`src/rtl/gate_tester.sv`:
```
`default_nettype none
// +----------------------------------------------------------------------------+
// | Module      : gate_tester                                                  |
// | Description : Exhaustive 2-input gate tester. Walks vectors 00..11, holds  |
// |               each for SETTLE cycles, compares dut_y with the expected     |
// |               value for the requested gate and reports per-vector fails.   |
// |               Optional macro GATE_TESTER_ABORT_EN: stop at first mismatch. |
// | Revision    : 1.0 - initial release                                        |
// +----------------------------------------------------------------------------+
module gate_tester #(
  parameter int SETTLE = 2
) (
  input  logic       clk,
  input  logic       rst,
  input  logic       start,
  input  logic [2:0] op,
  input  logic       dut_y,
  output logic       dut_a,
  output logic       dut_b,
  output logic       busy,
  output logic       done,
  output logic       pass,
  output logic [2:0] err_count,
  output logic [3:0] fail_vec
);

  typedef enum logic [1:0] {
    IDLE  = 2'd0,
    DRIVE = 2'd1,
    FIN   = 2'd2
  } state_t;

  localparam logic [3:0] LAST_HOLD = 4'(SETTLE - 1);
  localparam logic [2:0] ERR_MAX   = 3'd4;

  state_t     state;
  logic [2:0] op_q;
  logic [1:0] vec;
  logic [3:0] settle_cnt;

  logic       expected_y;
  logic       mismatch;
  logic       abort_hit;
  logic       last_vec;
  logic [2:0] err_next;
  logic [3:0] fail_next;

  function automatic logic gate_ref(input logic [2:0] g, input logic a, input logic b);
    case (g)
      3'd0:    gate_ref = a & b;
      3'd1:    gate_ref = a | b;
      3'd2:    gate_ref = a ^ b;
      3'd3:    gate_ref = ~(a & b);
      3'd4:    gate_ref = ~(a | b);
      3'd5:    gate_ref = ~(a ^ b);
      default: gate_ref = 1'b0;
    endcase
  endfunction

  always_comb begin
    expected_y = gate_ref(op_q, vec[1], vec[0]);
    mismatch   = (dut_y != expected_y);
    last_vec   = (vec == 2'd3);
    err_next   = err_count;
    fail_next  = fail_vec;
    if (mismatch) begin
      fail_next = fail_vec | (4'b0001 << vec);
      if (err_count != ERR_MAX) begin
        err_next = err_count + 3'd1;
      end
    end
  end

`ifdef GATE_TESTER_ABORT_EN
  assign abort_hit = mismatch;
`else
  assign abort_hit = 1'b0;
`endif

  always_ff @(posedge clk) begin
    if (rst) begin
      state      <= IDLE;
      op_q       <= 3'd0;
      vec        <= 2'd0;
      settle_cnt <= 4'd0;
      dut_a      <= 1'b0;
      dut_b      <= 1'b0;
      busy       <= 1'b0;
      done       <= 1'b0;
      pass       <= 1'b0;
      err_count  <= 3'd0;
      fail_vec   <= 4'd0;
    end else begin
      case (state)
        IDLE: begin
          done <= 1'b0;
          if (start) begin
            op_q       <= op;
            pass       <= 1'b0;
            err_count  <= 3'd0;
            fail_vec   <= 4'd0;
            vec        <= 2'd0;
            settle_cnt <= 4'd0;
            dut_a      <= 1'b0;
            dut_b      <= 1'b0;
            // Ops 6 and 7 skip the sweep entirely and report a failed run.
            if (op > 3'd5) begin
              state <= FIN;
              busy  <= 1'b0;
              done  <= 1'b1;
            end else begin
              state <= DRIVE;
              busy  <= 1'b1;
            end
          end
        end

        DRIVE: begin
          if (settle_cnt == LAST_HOLD) begin
            err_count  <= err_next;
            fail_vec   <= fail_next;
            settle_cnt <= 4'd0;
            if (last_vec || abort_hit) begin
              state <= FIN;
              busy  <= 1'b0;
              done  <= 1'b1;
              dut_a <= 1'b0;
              dut_b <= 1'b0;
              pass  <= (err_next == 3'd0);
            end else begin
              vec            <= vec + 2'd1;
              {dut_a, dut_b} <= vec + 2'd1;
            end
          end else begin
            settle_cnt <= settle_cnt + 4'd1;
          end
        end

        FIN: begin
          done  <= 1'b0;
          state <= IDLE;
        end

        default: begin
          state <= IDLE;
          busy  <= 1'b0;
          done  <= 1'b0;
        end
      endcase
    end
  end

endmodule
`default_nettype wire
```
`config.mk`:
```
export PLATFORM = sky130hd
export DESIGN_NAME = gate_tester
export DESIGN_NICKNAME = d
export VERILOG_FILES = /design/src/rtl/gate_tester.sv
export SDC_FILE = /design/constraint.sdc
export NUM_CORES = 1
export LEC_CHECK = 0
export ABC_CLOCK_PERIOD_IN_PS = 3900
export BUFFER_PORTS_ARGS = -buffer_cell sky130_fd_sc_hd__buf_2
export CORE_MARGIN = 8
export CORE_UTILIZATION = 50
export DETAILED_ROUTE_END_ITERATION = 8
export PLACE_DENSITY = 0.71
export SETUP_SLACK_MARGIN = 0.5
export SLEW_MARGIN = 20
export SYNTH_ARGS = -nofsm -noshare
export SYNTH_HDL_FRONTEND = slang
export SYNTH_SLANG_ARGS = --single-unit
```
`constraint.sdc`:
```
create_clock -name clk -period 3.9 [get_ports clk]
set_input_delay 0.78 -clock clk [delete_from_list [all_inputs] [get_ports clk]]
set_output_delay 0.78 -clock clk [all_outputs]
set_load 0.05 [all_outputs]
```
# After elaboration in Yosys (flattened, before gate mapping)
# Cells that the tools add are included.
# Widths: inputs -> output; s select.
[word_totals] reg_bits=23 latch_bits=0 ram_bits=0 romBits=0 input_bits=7 output_inout_bits=12 elab_cells=94 mem_count=0
[op_classes] n_addsub=3 multipliers=0 div=0 order_cmp=1 n_eq_ne=16 n_shift=1 muxes=41 bitwise_logic=8 n_reduce_logical=13
[ops] op="$mux 4" count=4
[ops] op="$pmux 4 s2" count=2
[ops] op="$reduce_and 4->1" count=4
[ops] op="$mux 1" count=15
[ops] op="$mux 2" count=7
[ops] op="$mux 3" count=4
[ops] op="$ne 2x2->1 const B" count=5
[ops] op="$pmux 1 s2" count=4
[ops] op="$pmux 2 s2" count=2
[ops] op="$eq 3x2->1 const B" count=2
[ops] op="$eq 3x3->1 const B" count=2
[ops] op="$logic_not 3->1" count=2
[ops] op="$pmux 1 s6" count=1
[ops] op="$pmux 3 s2" count=1
[ops] op="$reduce_and 2->1" count=3
[ops] op="$reduce_and 3->1" count=2
[ops] op="$add 4x1->4 const B" count=1
[ops] op="$eq 2x2->1 const B" count=2
[ops] op="$eq 4x1->1 const B" count=1
[ops] op="$not 1->1" count=4
[ops] op="$or 4x4->4" count=1
[ops] op="$shl 1x2->4 const A" count=1
[ops] op="$add 3x1->3 const B" count=1
[ops] op="$eq 3x1->1 const B" count=1
[ops] op="11 further kinds" count=11

# Longest topological paths before layout
# Gate-level depths: netlist of run 1.
[depth] word_depth=9 depth_mapped=7 mapped_depth_nobuf=7

# Least setup slack after synthesis of run 1
# No wires, ideal clock.
[synth_timing] kind="reg2reg" start="reg err_count[0]" end="reg pass" t_arrival_ps=2031 required_ps=3838 path_slack_ps=1807 stages_incl_launch_ff=8 path_cell_list="dfxtp_1 > inv_1 > ha_1 > and3b_1 > nor2_1 > or3_1 > or4_1 > nand3_1"
[synth_between] elab_chain_cells=7 elab_cells_between_ends=8 cone_classes="1 x add/sub; 1 x eq/ne; 5 x mux; 1 x reduce/logical"
[synth_rtl] element="from (decl)" line_no="23" text="output logic [2:0] err_count,"
[synth_rtl] element="from (signal assigned)" line_no="120" text="err_count <= err_next;"
[synth_rtl] element="$add 3x1->3 / $ne 3x3->1 (equally long branches)" line_no="69, 68"
[synth_rtl] element="$mux 3" line_no="68" text="if (err_count != ERR_MAX) begin"
[synth_rtl] element="$mux 3 *" line_no="66" text="if (mismatch) begin"
[synth_rtl] element="$logic_not 3->1 *" line_no="129" text="pass <= (err_next == 3'd0);"
[synth_rtl] element="$mux 1 *" line_no="123" text="if (last_vec || abort_hit) begin"
[synth_rtl] element="$mux 1 *" line_no="119" text="if (settle_cnt == LAST_HOLD) begin"
[synth_rtl] element="$pmux 1 s2 *" line_no="94" text="case (state)"
[synth_rtl] element="to (signal assigned)" line_no="129"
[synth_rtl] element="to (decl)" line_no="22" text="output logic pass,"
# Every way passes the cells marked *; elsewhere a longest branch is shown, timed or not. The select of a mux whose other input is x is not followed.
# A chain may end at the register's enable or synchronous reset.

# Final worst setup path of run 1
[layout_timing] start="reg vec[0]" end="reg err_count[0]"
[layout_between] elab_chain_cells=7 elab_cells_between_ends=11 cone_classes="1 x eq/ne; 4 x mux; 6 x bitwise"
[layout_rtl] element="from (decl)" line_no="38" text="logic [1:0] vec;"
[layout_rtl] element="from (signal assigned)" line_no="131" text="vec <= vec + 2'd1;"
[layout_rtl] element="$xor 1x1->1 (tied with other cells)" line_no="52, 55"
[layout_rtl] element="$not 1->1 (on tied branches)" line_no="55, 53, 54"
[layout_rtl] element="$pmux 1 s6 *" line_no="49" text="case (g)"
[layout_rtl] element="$ne 1x1->1 *" line_no="62" text="mismatch = (dut_y != expected_y);"
[layout_rtl] element="$mux 3 *" line_no="66"
[layout_rtl] element="$mux 3 *" line_no="119"
[layout_rtl] element="$pmux 3 s2 *" line_no="94"
# Marks and branches as above.

==> impl_metrics.toml, run 1 <==
[clock_tree]
path_clk_slew_ns = 0.13
cts.sink_count = 23
tritoncts.num_buffers = 3
cts-root-buf = "clkbuf_4"
clk_path_buf_depth = 2
cts_setup_buffers = 0
postCtsResizedCells = 0
cts_tree = "built"
worst_skew_pair.late_latency_ns = 0.31
ctsHoldBuffers = 0
htreeDepth = 1

[placed_design]
minimum_setup_slack_after_placement_ns = 1.61
dp.final_hpwl_um = 2300
globalplace.congestion = 0.820
place.port_buffers = 18
placed_cells_incl_taps = 204

[drt]
first_pass_iters = 4
route.detailed.vias_per_inst = 5.80
route.detailed.drc = 0
initialDrtViolationCount = 89
ant_nets = 0
dr_total_vias = 1207
drt_wl_total_um = 2980
detail_route.wl_per_cell_um = 14.3

[synth]
synth_enable_flop_cells = 0
synth.net_count = 177
average_cell_area_after_synthesis_um2 = 8.29
synth_area_um2 = 1340
ys_types = 46
synth_async_sr_flop_share = 0
ys.flop_type = "dfxtp_1"
syn_inst = 162
postSynthRegisterBits = 23
synth.yosys.warnings = 0
synth.yosys.seq_area_share = 0.343

[floorplanning]
core_area_um2 = 2520
design.die.area_um2 = 4600
fp.dieW_um = 67.8
die_h_um = 67.8
io-pin-count = 19
rows = 18
floorplan.initialDensity = 0.532

[global_route]
initial_antenna_violation_count = 0
grt.total_usage = 0.138
first_global_vias = 1146
pin_count_of_the_biggest_net_entering_global_routing = 22
leftover_overflow_at_the_end_of_global_routing = 0
global_route_wire_length_before_repair_um = 5000

[sta]
final-hold-violation-count = 0
clock-skew-final_ns = 0.00974
fin_crit_sh = 0.577
max_slew_margin = 0.516
finalHoldWorstSlack_ns = 0.475
setup_violations = 0
fmax_mhz = 444
worst_pin_slew_ns = 0.717
timing.setup.tns_ns = 0
layout_min_cycle_time_ns = 2.25
layout_setup_ws_ns = 1.65
rsz0062_at_grt = "false"
final_max_slew_viol_count = 0

[power]
power_switching_share = 0.316
intPower_uw = 318
power.share.combinational = 0.210
peakVddDrop_mv = 0.191
total_switching_power_uw = 147
power.share.sequential = 0.552
power_leakage_nw = 0.584
clock_power_share = 0.237
power_density_nw_per_um2 = 318

[worst_setup_path]
cp_data_arrival_time_ns = 2.51
cp_max_fo = 7
ff2ff_path_depth = 7
critical_path_class = "reg2reg"
critPathCaptureType = "register"
crit_path_max_incr_delay_ns = 0.57
crit_chain = "inv_1 > ha_1 > nor2_1 > nand4b_1 > o2111ai_1 > or4_1 > a31oi_1"
critical_path.slowest_cell = "or4_1"
worstSetupStartpointType = "register"
critical_path_required_time_ns = 4.15

[job]
drv.max_cap_violation_count = 0

[cells_and_area]
drive_above_1_share = 0.157
fin_nets = 194
layout.cells.most_common_list = "nor2_1 (23), dfxtp_1 (23), buf_2 (18)"
filler_cells_inserted = 238
antenna-diode-count = 0
synthToLayoutAreaGrowth_pct = 9.04
finalNonFillerCells = 208
final_core_util = 0.580

[min_path]
hold_path.class = "reg2reg"
hold-path-cell-count = 2

[status]
run_status = "finished, final reports clean"
[path summary, 6_finish.rpt]
path         startpoint      endpoint  slack [ns]
min                done          done        0.47
min reg2reg        done          done        0.47
max              vec[0]  err_count[0]        1.65
max reg2reg      vec[0]  err_count[0]        1.65
[worst max-delay path: cells and delay by family, from the launching register on]
family,cells,cell delay [ns]
AO/OA/AOI/OAI,2,0.36
adder cells (fa/ha/maj),1,0.37
buffers and inverters,1,0.10
flip-flops,1,0.48
AND/OR/NAND/NOR,3,0.88
[metrics by stage]
stage,area [µm²],power [mW]
after floorplan,1340,0.337
after global placement,1440,0.356
after detailed placement,1440,0.360
after CTS,1460,0.471
after global routing,1460,0.490
final,1460,0.466
[power by group through the flow]
| stage | Clock [mW] | Sequential, mW | Combinational, mW |
|---|---|---|---|
| 2_1_floorplan | 0 | 0.274 | 0.0635 |
| 3_3_place_gp | 0 | 0.262 | 0.0946 |
| 3_5_place_dp | 0 | 0.262 | 0.0974 |
| 4_1_cts | 0.116 | 0.257 | 0.0977 |
| 5_1_grt | 0.123 | 0.259 | 0.108 |
| 6_report | 0.110 | 0.257 | 0.0980 |
[Yosys cell counts, types with 2 or more instances]
cell type	number	area [µm²]
a21oi_1	15	75.1
a22o_1	4	35.0
and2_1	7	43.8
or3b_2	2	17.5
ha_1	8	100
o21bai_1	2	15.0
or4_1	2	15.0
clkbuf_1	2	7.51
o311ai_0	2	17.5
nor3b_1	3	22.5
o21ai_0	3	15.0
nor2_1	23	86.3
dfxtp_1	23	460
buf_2	2	10.0
nand2b_1	3	18.8
or3_1	4	25.0
a31oi_1	3	18.8
nand3_1	2	10.0
nor2b_1	4	25.0
nor4_1	2	12.5
inv_1	7	26.3
nand3b_1	3	22.5
nand4b_1	4	35.0
a22oi_1	2	15.0
nand2_1	9	33.8
[sequential cells by signal (all words and copies together) (netlist names)]
register and cells:
busy 1, done 1, dut_a 1, dut_b 1
err_count 3, fail_vec 4, op_q 3, pass 1
settle_cnt 4, state 2, vec 2
[area by class of cell]
type	instances	area, µm²	area share
Inverter	7	26.3	0.0179
Multi-Input combinational cell	126	823	0.562
Sequential cell	23	460	0.315
Tap cell	30	37.5	0.0256
Timing Repair Buffer	18	90.1	0.0615
Clock buffer	4	26.3	0.0179
[cells by family (layout without fill, tap and decap cells)]
group                    after synthesis  count (layout)  synth area share
buffers and inverters                 13              29            0.0438
flip-flops                            23              23             0.343
multiplexers                           1               1           0.00746
AND/OR/NAND/NOR                       79              79             0.341
AO/OA/AOI/OAI                         38              38             0.190
adder cells (fa/ha/maj)                8               8            0.0746
[per-layer routing]
metal,track usage,part of all wire,vias to the layer above,wire (µm)
met2,0.230,0.46,27,1380
met5,0,0,-,0
li1,-,-,616,-
met4,0.0563,0.013,0,40
met1,0.171,0.47,560,1410
met3,0.0245,0.052,4,156
Note: power is estimated with default switching activity, not from simulation.
==> run 2: changes to the inputs <==
--- a/config.mk
+++ b/config.mk
@@ -5,12 +5,12 @@
 export SDC_FILE = /design/constraint.sdc
 export NUM_CORES = 1
 export LEC_CHECK = 0
-export ABC_CLOCK_PERIOD_IN_PS = 3900
+export ABC_CLOCK_PERIOD_IN_PS = 2000
 export BUFFER_PORTS_ARGS = -buffer_cell sky130_fd_sc_hd__buf_2
 export CORE_MARGIN = 8
 export CORE_UTILIZATION = 50
 export DETAILED_ROUTE_END_ITERATION = 8
-export PLACE_DENSITY = 0.71
+export PLACE_DENSITY = 0.74
 export SETUP_SLACK_MARGIN = 0.5
 export SLEW_MARGIN = 20
 export SYNTH_ARGS = -nofsm -noshare
==> constraint.sdc (replaced) <==
create_clock -name clk -period 2 [get_ports clk]
set_input_delay 0.4 -clock clk [delete_from_list [all_inputs] [get_ports clk]]
set_output_delay 0.4 -clock clk [all_outputs]
set_load 0.05 [all_outputs]
==> run 2 against run 1 <==
  * Sequential share of layout area decreased by 5.8 points
  * Via count up 12%
  * Clock skew decreased by 0.0059 ns
==> impl_metrics.toml, run 2 (synthesized netlist as in run 1, its figures left out) <==
[power]
peakVddDrop_mv = 0.561
power.share.combinational = 0.309
power_leakage_nw = 0.767
power_switching_share = 0.331
power.share.sequential = 0.479
pwr_total_mw = 1.04
clock_power_share = 0.212
power_density_nw_per_um2 = 553
total_switching_power_uw = 345
intPower_uw = 699

[worst_setup_path]
cp_max_fo = 4
critical_path_required_time_ns = 2.26
cp_data_arrival_time_ns = 2.06
critical_path_class = "reg2reg"
worstSetupStartpointType = "register"
critPathCaptureType = "register"

[clock_tree]
cts.sink_count = 23
clk_path_buf_depth = 2
cts-root-buf = "clkbuf_4"
tritoncts.num_buffers = 3
path_clk_slew_ns = 0.12
htreeDepth = 1
worst_skew_pair.late_latency_ns = 0.32
cts_tree = "built"
ctsHoldBuffers = 0

[sta]
final-hold-violation-count = 0
clock-skew-final_ns = 0.00381
layout_setup_ws_ns = 0.196
fmax_mhz = 554
max_slew_margin = 0.615
rsz0062_at_grt = "true"
timing.setup.tns_ns = 0
layout_min_cycle_time_ns = 1.80
final_max_slew_viol_count = 0
setup_violations = 0
worst_pin_slew_ns = 0.576
fin_crit_sh = 0.902

[placed_design]
minimum_setup_slack_after_placement_ns = 0.162
place.port_buffers = 18
dp.final_hpwl_um = 2430
globalplace.congestion = 0.864

[cells_and_area]
layout.cells.most_common_list = "nor2_1 (20), buf_2 (18), dfxtp_1 (14), buf_4 (14), a21oi_1 (10)"
antenna-diode-count = 0
filler_cells_inserted = 175
mostFrequentLayoutCell = "nor2_1"
synthToLayoutAreaGrowth_pct = 40.7
drive_above_1_share = 0.452
fin_nets = 215
layout_top_registers = "fail_vec (4), settle_cnt (4)"

[floorplanning]
floorplan.initialDensity = 0.532
fp.dieW_um = 67.8
die_h_um = 67.8
io-pin-count = 19
design.die.area_um2 = 4600
core_area_um2 = 2520
rows = 18

[drt]
route.detailed.drc = 0
detail_route.wl_per_cell_um = 16.6
first_pass_iters = 5
dr_total_vias = 1347
initialDrtViolationCount = 99
ant_nets = 0
drt_wl_total_um = 3800
route.detailed.vias_per_inst = 5.88

[global_route]
pin_count_of_the_biggest_net_entering_global_routing = 22
global_route_wire_length_before_repair_um = 5680
initial_antenna_violation_count = 0
grt.total_usage = 0.154
first_global_vias = 1324
leftover_overflow_at_the_end_of_global_routing = 0

[status]
run_status = "finished, final reports clean"

[min_path]
hold_path.class = "in2reg"

[job]
drv.max_cap_violation_count = 0
run 2: power groups by stage:
stage / Clock [mW] / Combinational (mW) / Sequential [mW]
finish: 0.221 / 0.323 / 0.500
global route: 0.239 / 0.346 / 0.503
CTS: 0.224 / 0.271 / 0.500
detailed placement: 0 / 0.231 / 0.511
global placement: 0 / 0.226 / 0.509
floorplan: 0 / 0.152 / 0.531
run 2: layout make-up:
class,count,area [µm²],share of cell area
Multi-Input combinational cell,126,1040,0.548
Inverter,7,31.3,0.0166
Timing Repair Buffer,39,274,0.145
Sequential cell,23,484,0.256
Clock buffer,4,26.3,0.0139
Tap cell,30,37.5,0.0199
run 2: final timing paths:
check                       to  cells after the start  slack [ns]    from
setup reg to reg  err_count[0]                      6        0.20  vec[1]
hold / removal         op_q[0]                      3        0.31   op[0]
setup / recovery  err_count[0]                      6        0.20  vec[1]
hold reg to reg           done                      2        0.48    done
run 2: routing by layer:
layer	vias up	GRT usage	wire [µm]
met5	-	0	0
met4	0	0.0384	92
met3	13	0.0441	250
met2	41	0.272	1820
met1	635	0.179	1630
li1	658	-	-
run 2: critical path, stage by stage (launching register included):
cell	delay, ns
dfxtp_4	0.40
inv_4	0.04
ha_4	0.26
a21oi_1	0.26
o311ai_4	0.13
or4_1	0.52
a31oi_1	0.13
run 2: metrics by stage:
stage / hold WS, ns / utilization / std cells / area [µm²]
2_1_floorplan: 0.481 / - / 162 / 1450
3_3_place_gp: 0.442 / 0.625 / 209 / 1580
3_5_place_dp: 0.462 / 0.625 / 209 / 1580
4_1_cts: 0.313 / 0.694 / 224 / 1750
5_1_grt: 0.341 / 0.749 / 229 / 1890
6_report: 0.307 / 0.749 / 229 / 1890
run 2: timing repair:
item                                    4_1_cts  5_1_grt
pin swaps                                    13       18
setup buffers                                11        5
gates resized for setup                      15       25
endpoints found under the setup margin       16       21
==> run 3: changes to the inputs <==
--- a/config.mk
+++ b/config.mk
@@ -6,7 +6,7 @@
 export NUM_CORES = 1
 export LEC_CHECK = 0
 export ABC_CLOCK_PERIOD_IN_PS = 2000
-export BUFFER_PORTS_ARGS = -buffer_cell sky130_fd_sc_hd__buf_2
+export BUFFER_PORTS_ARGS = -buffer_cell sky130_fd_sc_hd__clkbuf_2
 export CORE_MARGIN = 8
 export CORE_UTILIZATION = 50
 export DETAILED_ROUTE_END_ITERATION = 8
==> run 3 against run 2 <==
  * Sequential power grew 0.8%
  * Clock power is essentially flat
  * Worst setup slack lost 0.019 ns
  * Highest routed layer unchanged
  * Flip-flop and latch count is the same
  * Wire length shrank 3.4%
  * Fmax shrank 1.0%
  * Worst hold slack gained 0.037 ns
  * Count of clock-buffer cells in the layout is the same
  * Total power shrank 0.58%
  * Clock skew grew 0.0093 ns
  * First-iteration DRC count shrank 22%
==> impl_metrics.toml, run 3 (synthesized netlist as in run 1, its figures left out) <==
[worst_setup_path]
worstSetupStartpointType = "register"
cp-startpoint = "vec[0]"
cp_data_arrival_time_ns = 2.05
critical_path_required_time_ns = 2.23
reg2reg_from = "vec[0]"
critical_path_class = "reg2reg"
regToRegSetupSlack_ns = 0.18
critPathCaptureType = "register"
ff2ff_path_depth = 7
cp-endpoint = "err_count[0]"
worst_r2r_endpoint = "err_count[0]"
cp_max_fo = 4

[floorplanning]
die_h_um = 67.8
design.die.area_um2 = 4600
io-pin-count = 19
floorplan.initialDensity = 0.532
rows = 18
core_area_um2 = 2520
fp.dieW_um = 67.8

[placed_design]
place.port_buffers = 18
place_area_um2 = 1580
globalplace.congestion = 0.882
dp.final_hpwl_um = 2440

[job]
drv.max_cap_violation_count = 0

[cells_and_area]
fin_nets = 212
mostFrequentLayoutCell = "nor2_1"
layout.cell_area.non_filler_um2 = 1880
filler_cells_inserted = 182
layout.cells.most_common_list = "nor2_1 (20), clkbuf_2 (18), dfxtp_1 (14), buf_4 (14)"
synthToLayoutAreaGrowth_pct = 40.1
antenna-diode-count = 0
layout_top_registers = "fail_vec (4), settle_cnt (4)"
drive_above_1_share = 0.464

[clock_tree]
worst_skew_pair.late_latency_ns = 0.31
cts.sink_count = 23
tritoncts.num_buffers = 3
cts-root-buf = "clkbuf_4"
clk_path_buf_depth = 2
cts_tree = "built"
htreeDepth = 1
path_clk_slew_ns = 0.12
ctsHoldBuffers = 0

[sta]
timing.setup.tns_ns = 0
final-hold-violation-count = 0
clock-skew-final_ns = 0.0131
rsz0062_at_grt = "true"
fin_crit_sh = 0.912
finalHoldWorstSlack_ns = 0.344
fmax_mhz = 549
setup_violations = 0
final_max_slew_viol_count = 0
layout_min_cycle_time_ns = 1.82
worst_pin_slew_ns = 0.556
max_slew_margin = 0.629

[power]
power_density_nw_per_um2 = 552
power.share.combinational = 0.304
power_leakage_nw = 0.743
peakVddDrop_mv = 0.459
power_switching_share = 0.333
pwr_total_mw = 1.04
clock_power_share = 0.211
intPower_uw = 693
total_switching_power_uw = 345
power.share.sequential = 0.485

[drt]
first_pass_iters = 4
route.detailed.vias_per_inst = 5.96
drt_wl_total_um = 3670
detail_route.wl_per_cell_um = 16.2
initialDrtViolationCount = 77
ant_nets = 0
route.detailed.drc = 0
dr_total_vias = 1348

[global_route]
global_route_wire_length_before_repair_um = 5840
leftover_overflow_at_the_end_of_global_routing = 0
grt.total_usage = 0.157
first_global_vias = 1262
pin_count_of_the_biggest_net_entering_global_routing = 13
initial_antenna_violation_count = 0

[min_path]
hold_path.class = "in2reg"
worst_hold_startpoint = "op[0]"

[status]
run_status = "finished, final reports clean"
==> run 3: timing repair <==
item                       in CTS  in global routing
pin swaps                       9                 15
buffers inserted                8                  5
gates resized for setup        16                 25
setup endpoints to repair      16                 20
==> run 3: power by group through the flow <==
stage / clock network [mW] / registers [mW] / logic [mW]
after floorplan: 0 / 0.531 / 0.152
after global placement: 0 / 0.509 / 0.224
after detailed placement: 0 / 0.511 / 0.229
after CTS: 0.220 / 0.499 / 0.265
after global routing: 0.243 / 0.506 / 0.336
final: 0.219 / 0.504 / 0.316
==> run 3: worst max-delay path: stages, from the launching register on <==
cell	delay [ns]
dfxtp_4	0.40
inv_4	0.04
ha_4	0.29
nand2_2	0.06
nand4b_1	0.14
o311ai_4	0.13
or4_4	0.52
a31oi_1	0.16
==> run 3: layout make-up <==
type / count / area, µm² / share of cell area
clock buffers: 4 / 26.3 / 0.0140
inverters: 7 / 31.3 / 0.0166
multi-input cells: 126 / 1060 / 0.564
flip-flops and latches: 23 / 484 / 0.257
well taps: 30 / 37.5 / 0.0200
repair buffers: 36 / 240 / 0.128
==> run 3: how the worst min path moves through the flow <==
stage | depth (start not counted) | endpoint
detailed placement | 2 | done
CTS | 3 | op_q[0]
global route | 3 | op_q[0]
global placement | 2 | done
floorplan | 2 | vec[1]
finish | 3 | op_q[0]
==> run 3: routing by layer <==
metal | GRT usage | vias up | share of wire
met2 | 0.277 | 48 | 0.50
met5 | 0 | - | 0
met1 | 0.197 | 640 | 0.43
met3 | 0.0229 | 4 | 0.068
li1 | - | 656 | -
met4 | 0.0358 | 0 | 0.0068
==> run 3: per-stage QoR <==
step,cells,setup WS [ns],util
2_1_floorplan,162,0.283,-
5_1_grt,226,0.0980,0.746
6_report,226,0.177,0.746
3_3_place_gp,209,0.221,0.625
3_5_place_dp,209,0.180,0.625
4_1_cts,221,0.231,0.689
